File: config.mk
export PLATFORM = sky130hd
export DESIGN_NAME = mac_seq_ctrl_flat
export DESIGN_NICKNAME = d
export VERILOG_FILES = /design/src/rtl/mac_seq_pkg.sv /design/src/rtl/mac_seq_if.sv /design/src/rtl/mac_seq_datapath.sv /design/src/rtl/mac_seq_ctrl.sv /design/src/flat_wrapper.sv
export SDC_FILE = /design/constraint.sdc
export NUM_CORES = 1
export LEC_CHECK = 0
export CELL_PAD_IN_SITES_DETAIL_PLACEMENT = 0
export CELL_PAD_IN_SITES_GLOBAL_PLACEMENT = 1
export CORE_MARGIN = 10
export CORE_UTILIZATION = 31
export DETAILED_ROUTE_END_ITERATION = 8
export PLACE_DENSITY = 0.57
export SETUP_SLACK_MARGIN = 0.4
export SYNTH_ARGS = -nofsm -noshare
export SYNTH_HDL_FRONTEND = slang
export SYNTH_HIERARCHICAL = 1
export SYNTH_SLANG_ARGS = --single-unit
File: constraint.sdc
create_clock -name CLK -period 4.85 [get_ports CLK]
set_input_delay 0.7275 -clock CLK [delete_from_list [all_inputs] [get_ports CLK]]
set_output_delay 0.7275 -clock CLK [all_outputs]
set_load 0.1 [all_outputs]
File: src/rtl/mac_seq_pkg.sv
// rtl/mac_seq_pkg.sv - shared state encoding and default widths for the MAC sequencer
package mac_seq_pkg;

    localparam int MAC_DATA_W = 8;
    localparam int MAC_ACC_W  = 16;
    localparam int MAC_LEN_W  = 8;

    typedef enum logic [1:0] {
        ST_IDLE  = 2'd0,
        ST_RUN   = 2'd1,
        ST_DRAIN = 2'd2,
        ST_DONE  = 2'd3
    } mac_seq_state_e;

endpackage

File: src/rtl/mac_seq_if.sv
// rtl/mac_seq_if.sv - operand pair stream between an operand source and the MAC sequencer
interface mac_seq_if #(
    parameter int DATA_W = mac_seq_pkg::MAC_DATA_W
);
    logic              in_valid;
    logic              in_ready;
    logic [DATA_W-1:0] A;
    logic [DATA_W-1:0] B;
    logic              add_sub;

    modport master (
        output in_valid,
        output A,
        output B,
        output add_sub,
        input  in_ready
    );

    modport slave (
        input  in_valid,
        input  A,
        input  B,
        input  add_sub,
        output in_ready
    );
endinterface

File: src/rtl/mac_seq_datapath.sv
// rtl/mac_seq_datapath.sv - operand stage, multiplier register and accumulator; MAC_SEQ_SATURATE_EN selects clamping
module mac_seq_datapath
    import mac_seq_pkg::*;
#(
    parameter int DATA_W = MAC_DATA_W,
    parameter int ACC_W  = MAC_ACC_W
) (
    input  logic              CLK,
    input  logic              reset_n,
    input  logic              clear,
    input  logic              push,
    input  logic [DATA_W-1:0] A,
    input  logic [DATA_W-1:0] B,
    input  logic              add_sub,
    output logic              op_pending,
    output logic [ACC_W-1:0]  RES,
    output logic              overflow
);

    logic [DATA_W-1:0]   op_a_q;
    logic [DATA_W-1:0]   op_b_q;
    logic                op_valid_q;
    logic                op_add_q;
    logic [2*DATA_W-1:0] mult_q;
    logic                mult_valid_q;
    logic                mult_add_q;
    logic [ACC_W-1:0]    acc_q;
    logic [ACC_W-1:0]    acc_d;
    logic [ACC_W-1:0]    prod_ext;

    // Valid bits are flushed on a new job so nothing from an aborted job can land.
    always_ff @(posedge CLK) begin
        if (!reset_n || clear) begin
            op_valid_q   <= 1'b0;
            mult_valid_q <= 1'b0;
        end else begin
            op_valid_q   <= push;
            mult_valid_q <= op_valid_q;
        end
    end

    always_ff @(posedge CLK) begin
        if (!reset_n) begin
            op_a_q     <= '0;
            op_b_q     <= '0;
            op_add_q   <= 1'b0;
            mult_q     <= '0;
            mult_add_q <= 1'b0;
        end else begin
            if (push) begin
                op_a_q   <= A;
                op_b_q   <= B;
                op_add_q <= add_sub;
            end
            if (op_valid_q) begin
                mult_q     <= (2*DATA_W)'(op_a_q) * (2*DATA_W)'(op_b_q);
                mult_add_q <= op_add_q;
            end
        end
    end

    assign prod_ext = ACC_W'(mult_q);

`ifdef MAC_SEQ_SATURATE_EN
    logic [ACC_W:0] sum_w;
    logic [ACC_W:0] diff_w;
    logic           ovf_d;
    logic           ovf_q;

    // One extra bit catches carry on add and borrow on subtract.
    always_comb begin
        sum_w  = {1'b0, acc_q} + {1'b0, prod_ext};
        diff_w = {1'b0, acc_q} - {1'b0, prod_ext};
        acc_d  = acc_q;
        ovf_d  = 1'b0;
        if (mult_add_q) begin
            if (sum_w[ACC_W]) begin
                acc_d = '1;
                ovf_d = 1'b1;
            end else begin
                acc_d = sum_w[ACC_W-1:0];
            end
        end else begin
            if (diff_w[ACC_W]) begin
                acc_d = '0;
                ovf_d = 1'b1;
            end else begin
                acc_d = diff_w[ACC_W-1:0];
            end
        end
    end

    always_ff @(posedge CLK) begin
        if (!reset_n || clear) begin
            ovf_q <= 1'b0;
        end else if (mult_valid_q && ovf_d) begin
            ovf_q <= 1'b1;
        end
    end

    assign overflow = ovf_q;
`else
    always_comb begin
        acc_d = mult_add_q ? (acc_q + prod_ext) : (acc_q - prod_ext);
    end

    assign overflow = 1'b0;
`endif

    always_ff @(posedge CLK) begin
        if (!reset_n || clear) begin
            acc_q <= '0;
        end else if (mult_valid_q) begin
            acc_q <= acc_d;
        end
    end

    assign op_pending = op_valid_q;
    assign RES        = acc_q;

endmodule

File: src/rtl/mac_seq_ctrl.sv
// rtl/mac_seq_ctrl.sv - job FSM, remaining counter and handshake for the MAC datapath; MAC_SEQ_SATURATE_EN enables saturation
module mac_seq_ctrl
    import mac_seq_pkg::*;
#(
    parameter int DATA_W = MAC_DATA_W,
    parameter int ACC_W  = MAC_ACC_W,
    parameter int LEN_W  = MAC_LEN_W
) (
    input  logic             CLK,
    input  logic             reset_n,
    input  logic             start,
    input  logic [LEN_W-1:0] len,
    mac_seq_if.slave         in_if,
    output logic             busy,
    output logic             done,
    output logic [ACC_W-1:0] RES,
    output logic             overflow
);

    localparam logic [1:0] S_IDLE  = ST_IDLE;
    localparam logic [1:0] S_RUN   = ST_RUN;
    localparam logic [1:0] S_DRAIN = ST_DRAIN;
    localparam logic [1:0] S_DONE  = ST_DONE;

    logic [1:0]       state_q;
    logic [1:0]       state_d;
    logic [LEN_W-1:0] remaining_q;
    logic             done_q;
    logic             accept_start;
    logic             handshake;
    logic             op_pending;

    assign accept_start   = start && ((state_q == S_IDLE) || (state_q == S_DONE));
    assign handshake      = (state_q == S_RUN) && in_if.in_valid;
    assign in_if.in_ready = (state_q == S_RUN);
    assign busy           = (state_q == S_RUN) || (state_q == S_DRAIN);
    assign done           = done_q;

    // The product in the mult register lands on the same edge that leaves DRAIN,
    // so only the operand stage has to be empty.
    always_comb begin
        state_d = state_q;
        case (state_q)
            S_IDLE, S_DONE: begin
                if (accept_start) begin
                    state_d = (len == '0) ? S_DONE : S_RUN;
                end
            end
            S_RUN: begin
                if (handshake && (remaining_q == LEN_W'(1))) begin
                    state_d = S_DRAIN;
                end
            end
            S_DRAIN: begin
                if (!op_pending) begin
                    state_d = S_DONE;
                end
            end
            default: state_d = S_IDLE;
        endcase
    end

    always_ff @(posedge CLK) begin
        if (!reset_n) begin
            state_q     <= S_IDLE;
            remaining_q <= '0;
            done_q      <= 1'b0;
        end else begin
            state_q <= state_d;
            // A len=0 start from DONE re-enters DONE and must pulse again.
            done_q  <= (state_d == S_DONE) && ((state_q != S_DONE) || accept_start);
            if (accept_start) begin
                remaining_q <= len;
            end else if (handshake) begin
                remaining_q <= remaining_q - LEN_W'(1);
            end
        end
    end

    mac_seq_datapath #(
        .DATA_W (DATA_W),
        .ACC_W  (ACC_W)
    ) u_datapath (
        .CLK        (CLK),
        .reset_n    (reset_n),
        .clear      (accept_start),
        .push       (handshake),
        .A          (in_if.A),
        .B          (in_if.B),
        .add_sub    (in_if.add_sub),
        .op_pending (op_pending),
        .RES        (RES),
        .overflow   (overflow)
    );

endmodule

File: src/flat_wrapper.sv
// flat-port wrapper written by rule: the top's interface ports become plain ports
module mac_seq_ctrl_flat import mac_seq_pkg::*;
#(
    parameter int DATA_W = MAC_DATA_W,
    parameter int ACC_W  = MAC_ACC_W,
    parameter int LEN_W  = MAC_LEN_W
)
  (CLK, reset_n, start, len, busy, done, RES, overflow, in_if_in_valid, in_if_A, in_if_B, in_if_add_sub, in_if_in_ready);
  mac_seq_if #(.DATA_W(DATA_W)) in_if_i ();
  input  logic CLK;
  input  logic reset_n;
  input  logic start;
  input  logic [LEN_W-1:0] len;
  output logic busy;
  output logic done;
  output logic [ACC_W-1:0] RES;
  output logic overflow;
  input wire logic [$bits(in_if_i.in_valid)-1:0] in_if_in_valid;
  input wire logic [$bits(in_if_i.A)-1:0] in_if_A;
  input wire logic [$bits(in_if_i.B)-1:0] in_if_B;
  input wire logic [$bits(in_if_i.add_sub)-1:0] in_if_add_sub;
  output wire logic [$bits(in_if_i.in_ready)-1:0] in_if_in_ready;
  assign in_if_i.in_valid = in_if_in_valid;
  assign in_if_i.A = in_if_A;
  assign in_if_i.B = in_if_B;
  assign in_if_i.add_sub = in_if_add_sub;
  assign in_if_in_ready = in_if_i.in_ready;
  mac_seq_ctrl #(.DATA_W(DATA_W), .ACC_W(ACC_W), .LEN_W(LEN_W)) u_core (.CLK(CLK), .reset_n(reset_n), .start(start), .len(len), .in_if(in_if_i), .busy(busy), .done(done), .RES(RES), .overflow(overflow));
endmodule
==> summary by stage <==
Outcome
The flow ran to the end, and the final reports show no timing, DRC or antenna violations.

Yosys
The cell type with the largest total area after synthesis is dfxtp_1. Counting flops with a built-in enable in the synthesized netlist gives 0. The fraction of synthesis flops using an asynchronous set or reset pin is 0%. The count of warnings emitted by yosys is 6. By area the synthesized netlist is led by dfxtp_1 23%, fa_1 13%, ha_1 13%, mux2i_1 6.5%, and2_1 5.7%. In the synthesized netlist, the cells that appear most often are 65 x inv_1, 63 x dfxtp_1, 63 x nor2_1. After synthesis the cells add up to between 0.005 and 0.006 mm2.

Of the post-synthesis cell area, the dominant cell type holds between 20% and 30%. The number of different library cells used by synthesis comes to 53. In the post-synthesis netlist, the cell with the most instances is inv_1. The number of nets in the synthesized netlist is 758.

Synthesis handed over a netlist of 634 instances. The number of storage elements in the synthesis netlist is 63. The flip-flop cell with the highest count after synthesis is dfxtp_1.

The average instance in the mapped netlist occupies 8.78 um2. The share of the Yosys chip area taken by registers is roughly 23%.

Clocking
The number of CTS-inserted buffers is 9. TritonCTS built the clock tree. The clock latency at the later pin of the worst-skew pair is 0.34 ns. The depth of the CTS H-tree is 3. The number of clock sinks is 63. The maximum clock path buffer count is 2. Clock-pin slew was measured on the worst setup and hold paths at approximately 0.060 ns. The tree is rooted in a clkbuf_16.

Min path
The path type of the worst min-delay path is reg2reg.

Setup path
On the worst path, the slowest cell contributes a delay of 0.54 ns. The master of the slowest instance on the critical path is fa_1. The cell seen most often among critical-path stages is fa_1. The kind of cell with the highest combined delay along the critical path is adder cells. The maximum net fanout on the critical path is 6. The arrival time of the worst setup path is between 4 and 5 ns.

The worst setup path is captured at a flop. The critical path goes through and2_1 > fa_1 > fa_1 > fa_1 > inv_1 > fa_1 > inv_1 > ha_4 > o21a_1 > o21ai_2 > nor3_2 > or4_1 > a311oi_1. The number of buffers and inverters on the critical path is 2.

The critical path launch point type is a flop. The critical path start-end classification is reg2reg. The required time of the worst setup path is just over 5 ns.

Cells and area
Of the cells placed in the final design, the portion with a size suffix greater than 1 is 9.43%. The area used by sequential logic in the layout is 0.00130 mm2. The total inserted antenna cells is 0. The final-stage net count is 810.

The core utilization of the finished layout is approximately 39%. After filler insertion, the fill cell instance count of the layout stands at 1779. From synthesis to final layout, the design area changed by 21.6%. In the final layout, the multi-input gates occupy between 0.004 and 0.005 mm2.

Die
The die is around 150 um wide. For this configuration, the core starts out at a cell density of a little under a third. After floorplanning, the core was divided into 48 placement rows. The height of the chip is between 150 and 200 um. The core area is between 0.015 and 0.02 mm2. During I/O placement, the number of pins put on the boundary was a little under 50. The floorplan step defined a die boundary enclosing about 0.024 mm2.

Routing
Using the TritonRoute via totals, the vias-per-cell ratio works out to between 4 and 5. Summed over all layers, the routed wires come to roughly 13 mm. Dividing the detail-routed wire length by the instance count gives approximately 14 um. The number of DRC markers in iteration 0 is roughly 150. The number of vias in the routed layout is between 4000 and 5000. For this run, design rule violations remaining after detail routing come to 0. Before antenna repair, the detailed router went through 6 iterations.

The detail route stage leaves a number of antenna-violating nets equal to 0.

STA
For the pin with the worst max-slew slack, the measured transition is ~1.0 ns. For the final database, setup skew stands at 0.00717 ns. After routing, the total negative slack on setup checks comes to 0 ns.

The max-slew violation count is 0. Setup repair after global routing left no endpoint under its margin. Based on the critical path, the design can be clocked at up to ~240 MHz.

The count of final setup violators is 0. The final clock period utilization by the worst path is slightly below 90%. The number of endpoints with negative hold slack in the final report was 0. The final critical path time including I/O delays and setup is ~4.2 ns.

The worst pin sits at a relative slew slack of between 30% and 40%.

Global route
The initial antenna violation count is 0. The global-route layer with the greatest usage is met2. The overall global routing resource usage is 11.2%. The total overflow left after global routing is 0. For met2 alone, demand over resource in global routing was approximately 18%. The largest net degree at the start of global routing is 32. The number of global-route vias before repair is roughly 4400. The routing usage on met1 is around 14%. In the global route stage, met3 resource usage came out at 3.68%. The first global-routing pass estimated around 22 mm of wire.

Power and ir drop
The analysis attributes to cell leakage a power of about 3.0 nW. IR analysis of the VDD net gives a maximum drop of between 0.0002 and 0.00025 V. The areal power density over the cells is around 290 mW/mm2.

Placement
At the end of routability-driven placement, the weighted congestion stood at between 0.8 and 0.9. The detailed placement HPWL is 10.4 mm. The port buffer count is 47.

Job
The max-cap violation count is 0.
## per-stage QoR
stage	area, um2	setup slack [ns]	power, W	hold slack, ns	instances
finish	6770	0.619	0.00195	0.491	914
global route	6770	0.392	0.00208	0.529	914
CTS	6610	0.392	0.00197	0.494	907
detailed placement	6280	0.196	0.00131	0.486	892
global placement	6280	0.234	0.00129	0.464	892
floorplan	5570	0.488	0.00114	0.460	634
## tightest hold or removal path: cells and delay by family, from the launching register on
| family | cells | cell delay, ns |
|---|---|---|
| DFF | 1 | 0.33 |
| and+or+nand+nor | 1 | 0.07 |
| AOI/OAI and AO/OA | 1 | 0.05 |
## cell type report
cell class	count	share of cell area, %
clock buffer	10	3.53
clock inverter	4	0.702
inverter	65	3.60
multi-input combinational	486	60.3
sequential	63	19.2
tap	225	4.16
timing repair buffer	61	8.50
## sequential cells by signal, summed over array words and instances, names as in the netlist, 2 cells and up
| register | flops |
|---|---|
| u_core/u_datapath/op_b_q | 8 |
| u_core/u_datapath/op_a_q | 8 |
| u_core/state_q | 2 |
| u_core/u_datapath/RES | 16 |
| u_core/u_datapath/mult_q | 16 |
| u_core/remaining_q | 8 |
## final timing paths
check	slack (ns)	to	startpoint	cells after the start
setup / recovery	0.62	u_core/u_datapath/mult_q[15]$_SDFFE_PN0P_	u_core/u_datapath/op_a_q[6]$_SDFFE_PN0P_	13
hold / removal	0.49	u_core/u_datapath/RES[13]$_SDFFE_PP0P_	u_core/u_datapath/RES[13]$_SDFFE_PP0P_	2
setup reg to reg	0.62	u_core/u_datapath/mult_q[15]$_SDFFE_PN0P_	u_core/u_datapath/op_a_q[6]$_SDFFE_PN0P_	13
hold reg to reg	0.49	u_core/u_datapath/RES[13]$_SDFFE_PP0P_	u_core/u_datapath/RES[13]$_SDFFE_PP0P_	2
## what timing repair did
| action | in CTS | in global routing |
|---|---|---|
| pin swaps | 1 | 13 |
| hold buffers | 0 | 0 |
| setup endpoints to repair | 3 | 3 |
| setup buffers | 1 | 7 |
| resized for setup | 18 | 24 |
## placed cells by master, fill, tap and decap left out, drive strengths merged, types with 3 or more instances in the layout
cell type,n
a211oi,12
a21o,15
a21oi,30
a311oi,3
a31oi,7
and2,51
and3,3
buf,14
clkbuf,10
clkdlybuf4s50,47
dfxtp,63
fa,37
ha,58
inv,65
mux2i,36
nand2,37
nand2b,7
nand3,9
nand3b,4
nand4,3
nand4b,5
nor2,63
nor2b,4
nor3,10
o211ai,6
o21ai,19
o21bai,3
o31ai,3
or4,3
xnor2,20
xor2,19
## cells by family (layout without fill, tap and decap cells)
group	Yosys count	count (layout)	share of synthesized area (%)
and+or+nand+nor	207	207	19.6
AOI/OAI and AO/OA	107	107	12.4
adders and majority gates	95	95	26.3
buffers and inverters	85	140	5.93
DFF	63	63	22.7
xor gates and xnor gates	39	39	6.27
muxes	37	37	6.68
other	1	1	0.0674
## report_power, final
group,switching (W),internal (W)
clock,0.000240,0.000404
combinational,0.000390,0.000248
sequential,0.0000835,0.000582
total,0.000714,0.00123
## routing by layer
metal  share of wire [%]  routed length (um)
met3                 3.8                 499
met5                   0                   0
met4                 1.2                 155
met1                  49                6420
met2                  46                6010
Note: power is estimated with default switching activity, not from simulation.
